==> src/rtl/idli_pkg.sv <==
// Shared types for the idli SQI sequencer: nibble counter, transaction phases, port owner.
// Also used by the IDLI_SQ_FAIR_EN arbitration variant.
package idli_pkg;

    typedef logic [1:0] ctr_t;

    typedef enum logic [1:0] {SQ_IDLE, SQ_CMD, SQ_ADDR, SQ_DATA} sq_phase_t;

    typedef enum logic {SQ_OWN_FETCH, SQ_OWN_DATA} sq_owner_t;

    localparam ctr_t SQ_CTR_LAST = 2'd3;

endpackage

==> src/rtl/idli_sqi_arb_m.sv <==
// Pure fetch/data arbitration for the SQI port. With IDLI_SQ_FAIR_EN defined, contention
// alternates on the last owner; otherwise data always beats fetch.
module idli_sqi_arb_m
    import idli_pkg::*;
(
    input  logic      i_fetch_req,
    input  logic      i_data_req,
    input  sq_owner_t i_last_owner,
    output sq_owner_t o_winner,
    output logic      o_any
);

    always_comb begin
        o_any    = i_fetch_req | i_data_req;
        o_winner = i_data_req ? SQ_OWN_DATA : SQ_OWN_FETCH;
`ifdef IDLI_SQ_FAIR_EN
        // Under contention the side that did not own the previous transaction goes next.
        if (i_fetch_req && i_data_req) begin
            o_winner = (i_last_owner == SQ_OWN_FETCH) ? SQ_OWN_DATA : SQ_OWN_FETCH;
        end
`endif
    end

`ifndef IDLI_SQ_FAIR_EN
    logic unused_last_owner;
    assign unused_last_owner = (i_last_owner == SQ_OWN_DATA);
`endif

endmodule

==> src/rtl/idli_sqi_seq_m.sv <==
// SQI port sequencer: free-running nibble counter, CMD/ADDR/DATA phase FSM and owner latch.
// Arbitration policy comes from idli_sqi_arb_m (IDLI_SQ_FAIR_EN selects round-robin).
module idli_sqi_seq_m
    import idli_pkg::*;
(
    input  logic      i_sq_gck,
    input  logic      i_sq_rst,
    input  logic      i_sq_fetch_req,
    input  logic      i_sq_data_req,
    input  logic      i_sq_data_wr,
    output ctr_t      o_sq_ctr,
    output logic      o_sq_gnt_fetch,
    output logic      o_sq_gnt_data,
    output logic      o_sq_done,
    output logic      o_sq_sel,
    output sq_phase_t o_sq_phase,
    output logic      o_sq_mem_cs,
    output logic      o_sq_mem_wr,
    output logic      o_sq_mem_oe,
    output logic      o_sq_enc_vld,
    output logic      o_sq_ld_vld
);

    // Handshake: a requester holds req until its one-cycle gnt pulse (CMD, ctr==0) and must
    // drop it on the following cycle; req still high after that is a fresh request.

    ctr_t      ctr_q;
    sq_phase_t phase_q;
    sq_phase_t phase_d;
    sq_owner_t owner_q;
    logic      wr_q;
    sq_owner_t arb_winner;
    logic      arb_any;
    logic      arb_slot;
    logic      arb_take;

    idli_sqi_arb_m u_arb (
        .i_fetch_req  (i_sq_fetch_req),
        .i_data_req   (i_sq_data_req),
        .i_last_owner (owner_q),
        .o_winner     (arb_winner),
        .o_any        (arb_any)
    );

    // The port can change hands only at the end of a word while idle or finishing DATA.
    assign arb_slot = (ctr_q == SQ_CTR_LAST) && ((phase_q == SQ_IDLE) || (phase_q == SQ_DATA));
    assign arb_take = arb_slot && arb_any;

    always_comb begin
        phase_d = phase_q;
        if (ctr_q == SQ_CTR_LAST) begin
            case (phase_q)
                SQ_IDLE: phase_d = arb_any ? SQ_CMD : SQ_IDLE;
                SQ_CMD:  phase_d = SQ_ADDR;
                SQ_ADDR: phase_d = SQ_DATA;
                SQ_DATA: phase_d = arb_any ? SQ_CMD : SQ_IDLE;
                default: phase_d = SQ_IDLE;
            endcase
        end
    end

    // The owner register doubles as the fairness last-owner bit.
    always_ff @(posedge i_sq_gck) begin
        if (i_sq_rst) begin
            ctr_q   <= '0;
            phase_q <= SQ_IDLE;
            owner_q <= SQ_OWN_FETCH;
            wr_q    <= 1'b0;
        end else begin
            ctr_q   <= ctr_q + 2'd1;
            phase_q <= phase_d;
            if (arb_take) begin
                owner_q <= arb_winner;
                wr_q    <= (arb_winner == SQ_OWN_DATA) && i_sq_data_wr;
            end
        end
    end

    assign o_sq_ctr       = ctr_q;
    assign o_sq_phase     = phase_q;
    assign o_sq_sel       = (owner_q == SQ_OWN_DATA);
    assign o_sq_gnt_fetch = (phase_q == SQ_CMD) && (ctr_q == '0) && (owner_q == SQ_OWN_FETCH);
    assign o_sq_gnt_data  = (phase_q == SQ_CMD) && (ctr_q == '0) && (owner_q == SQ_OWN_DATA);
    assign o_sq_done      = (phase_q == SQ_DATA) && (ctr_q == SQ_CTR_LAST);
    assign o_sq_mem_cs    = (phase_q != SQ_IDLE);
    assign o_sq_mem_wr    = o_sq_mem_cs && wr_q;
    assign o_sq_mem_oe    = (phase_q == SQ_CMD) || (phase_q == SQ_ADDR) ||
                            ((phase_q == SQ_DATA) && wr_q);
    assign o_sq_enc_vld   = (phase_q == SQ_DATA) && !wr_q && (owner_q == SQ_OWN_FETCH);
    assign o_sq_ld_vld    = (phase_q == SQ_DATA) && !wr_q && (owner_q == SQ_OWN_DATA);

endmodule

==> config.mk <==
export PLATFORM = sky130hd
export DESIGN_NAME = idli_sqi_seq_m
export DESIGN_NICKNAME = d
export VERILOG_FILES = /design/src/rtl/idli_pkg.sv /design/src/rtl/idli_sqi_arb_m.sv /design/src/rtl/idli_sqi_seq_m.sv
export SDC_FILE = /design/constraint.sdc
export NUM_CORES = 1
export LEC_CHECK = 0
export CAP_MARGIN = 25
export CORE_AREA = 2 2 39 41
export CTS_CLUSTER_SIZE = 14
export DETAILED_ROUTE_END_ITERATION = 6
export DIE_AREA = 0 0 41 43
export PLACE_DENSITY = 0.65
export RECOVER_POWER = 100
export SYNTH_ARGS = -nofsm -noshare
export SYNTH_HDL_FRONTEND = slang
export SYNTH_SLANG_ARGS = --single-unit
export TNS_END_PERCENT = 30
==> constraint.sdc <==
create_clock -name i_sq_gck -period 1.6 [get_ports i_sq_gck]
set_clock_uncertainty 0.1 [all_clocks]
set_input_delay 0.16 -clock i_sq_gck [delete_from_list [all_inputs] [get_ports i_sq_gck]]
set_output_delay 0.16 -clock i_sq_gck [all_outputs]
set_load 0.005 [all_outputs]
==> results_dict.tcl <==
set metrics [dict create \
    period_minus_slack_ps 1720 \
    clkTransAtPathRegs_ps 50 \
    cts-root-buf "clkbuf_4" \
    fillCellCount 153 \
    drv_slew 0 \
    ir_drop_mv 0.425 \
    avgSynthCellArea_um2 8.90 \
    worstSkewPairLatency_ps 250 \
    firstDrtPassIters 4 \
    ys_types 22 \
    numCtsBuffers 3 \
    critPathKind "reg -> out" \
    clock_path_buffers 2 \
    ioPinCount 18 \
    syn_area_um2 383 \
    grt_pass1_wl_um 1350 \
    cp_max_fo 5 \
    dieArea_um2 1760 \
    grtUsageTotal_pct 11.8 \
    max_freq_mhz 583 \
    cp.arrival_ps 1460 \
    leakagePower_nw 0.358 \
    final_area_um2 669 \
    nNetsFinal 84 \
    cap_viol_max_count 0 \
    synthTopCellsByArea "dfxtp_1 31%, ha_1 20%, inv_1 5.9%" \
    io_buffers 17 \
    dpl_cell_area_um2 618 \
    wl_per_cell_um 10.4 \
    drtIter0Drc 3 \
    setup_violations 3 \
    synth_top_cell_by_area "dfxtp_1" \
    max_slew_margin_pct 84.0 \
    die_x_um 41 \
    h-tree-depth 1 \
    hold_viol 0 \
    dpl.hpwl_um 688 \
    synth_cells 43 \
    start_util_pct 27.7 \
    utilization_pct 48.4 \
    period_share_pct 107 \
    status "complete, but fails checks" \
    worst_slew_pin_slew_ps 240 \
    layout_commonest_cell "buf_4" \
    wl_um 901 \
    ys_ff_latch 6 \
    cp.required_ps 1340 \
    yosys_warnings 0 \
    overflow 0 \
    grt_pass1_vias 307 \
    antenna_left 0 \
    syn_to_final_growth_pct 74.8 \
    grt_max_degree 7 \
    vias 400 \
    violations "setup timing" \
    drc 0 \
    coreArea_um2 1380 \
    ys_seq_area_share_pct 31.4 \
    core.rowCount 14 \
    antennaDiodeCount 0 \
    worst_slack_ps -116 \
    clock_sinks 6 \
    p_per_area_nw_per_um2 572 \
    rsz0062_at_grt "true" \
    die_y_um 43 \
    critPathLaunchType "register" \
    gp_congestion 0.697 \
    drive_above_1_share_pct 31.0 \
    grt_antenna_before_repair 0 \
    synth_top_cell_area_share_pct 31.4 \
    vias_per_cell 4.60 \
    cts_tree "done" \
    hp-class "reg -> reg" \
    final_cell_mix "8 x buf_4, 7 x clkdlybuf4s50_1, 5 x inv_1" \
    syn_nets 54 \
    crit_path_end_kind "output port" \
]
[critical path, cell delays in order, from the launching register on]
cell and delay, ps:
dfxtp_4 360, ha_2 200, and3b_1 150, clkdlybuf4s50_1 490
[Yosys cell counts (all sizes together)]
master and n:
nand4b 1, nor2 4, a21oi 3, inv 6
o21ai 3, and3 1, a21o 1, and2 1
and3b 1, nand2b 2, dfxtp 6, mux2i 1
and2b 1, nor2b 2, nand2 1, ha 6
nor3b 1, nand3b 1, o21ba 1
[cells by family (layout without fill, tap and decap cells)]
group           Yosys count  in the layout  share of synthesized area (%)
simple gates             16             16                           26.1
compound gates            8              8                           14.4
fa+ha+maj                 6              6                           19.6
flops                     6              6                           31.4
buf+inv                   6             34                           5.88
mux                       1              1                           2.61
[report_power, final]
part	switching (W)	leakage [nW]	internal (W)
Clock	0.0000582	0.0138	0.0000851
Sequential	0.00000684	0.0509	0.000156
Combinational	0.0000288	0.294	0.0000483
[flip-flops by register name (all words and copies together), names as in the netlist]
register    count
o_sq_phase      2
wr_q            1
o_sq_sel        1
o_sq_ctr        2
[worst paths after layout]
check | from | end | slack [ps] | cells past startpoint
hold reg to reg | o_sq_ctr[0] | o_sq_ctr[0] | 350 | 1
setup / recovery | o_sq_phase[0] | o_sq_ld_vld | -120 | 3
setup reg to reg | o_sq_phase[0] | wr_q | 10 | 7
hold / removal | o_sq_ctr[0] | o_sq_ctr[0] | 350 | 1
[through the flow]
stage               hold WS, ps  TNS [ps]  total power [W]  setup slack [ps]  instances
floorplan                   122         0         0.000197               204         43
global placement            341         0         0.000245              5.79         82
detailed placement          351     -23.6         0.000245             -23.6         82
CTS                         362      -608         0.000396              -178         87
global route                404      -615         0.000413              -179         87
finish                      352      -274         0.000383              -116         87
[area by class of cell]
cell class                 instances  area, um2  area share, %
inverter                           6       22.5           3.36
tap                               16       20.0           2.99
timing repair buffer              25        230           34.4
clock buffer                       3       22.5           3.36
sequential                         6        129           19.3
multi-input combinational         31        245           36.6
[what timing repair did]
item | CTS | global route
pin swaps | 1 | 0
hold buffers | 0 | 0
resized for setup | 9 | 7
setup buffers | 2 | 0
setup endpoints to repair | 8 | 8
[per-layer routing]
| metal | global-route usage (%) | routed length, um | up-vias |
|---|---|---|---|
| li1 | - | - | 197 |
| met1 | 15.0 | 395 | 176 |
| met2 | 15.6 | 382 | 25 |
| met3 | 6.28 | 109 | 2 |
| met4 | 6.00 | 14 | 0 |
| met5 | 0 | 0 | - |
No activity file was read; power rests on OpenSTA's default activity.
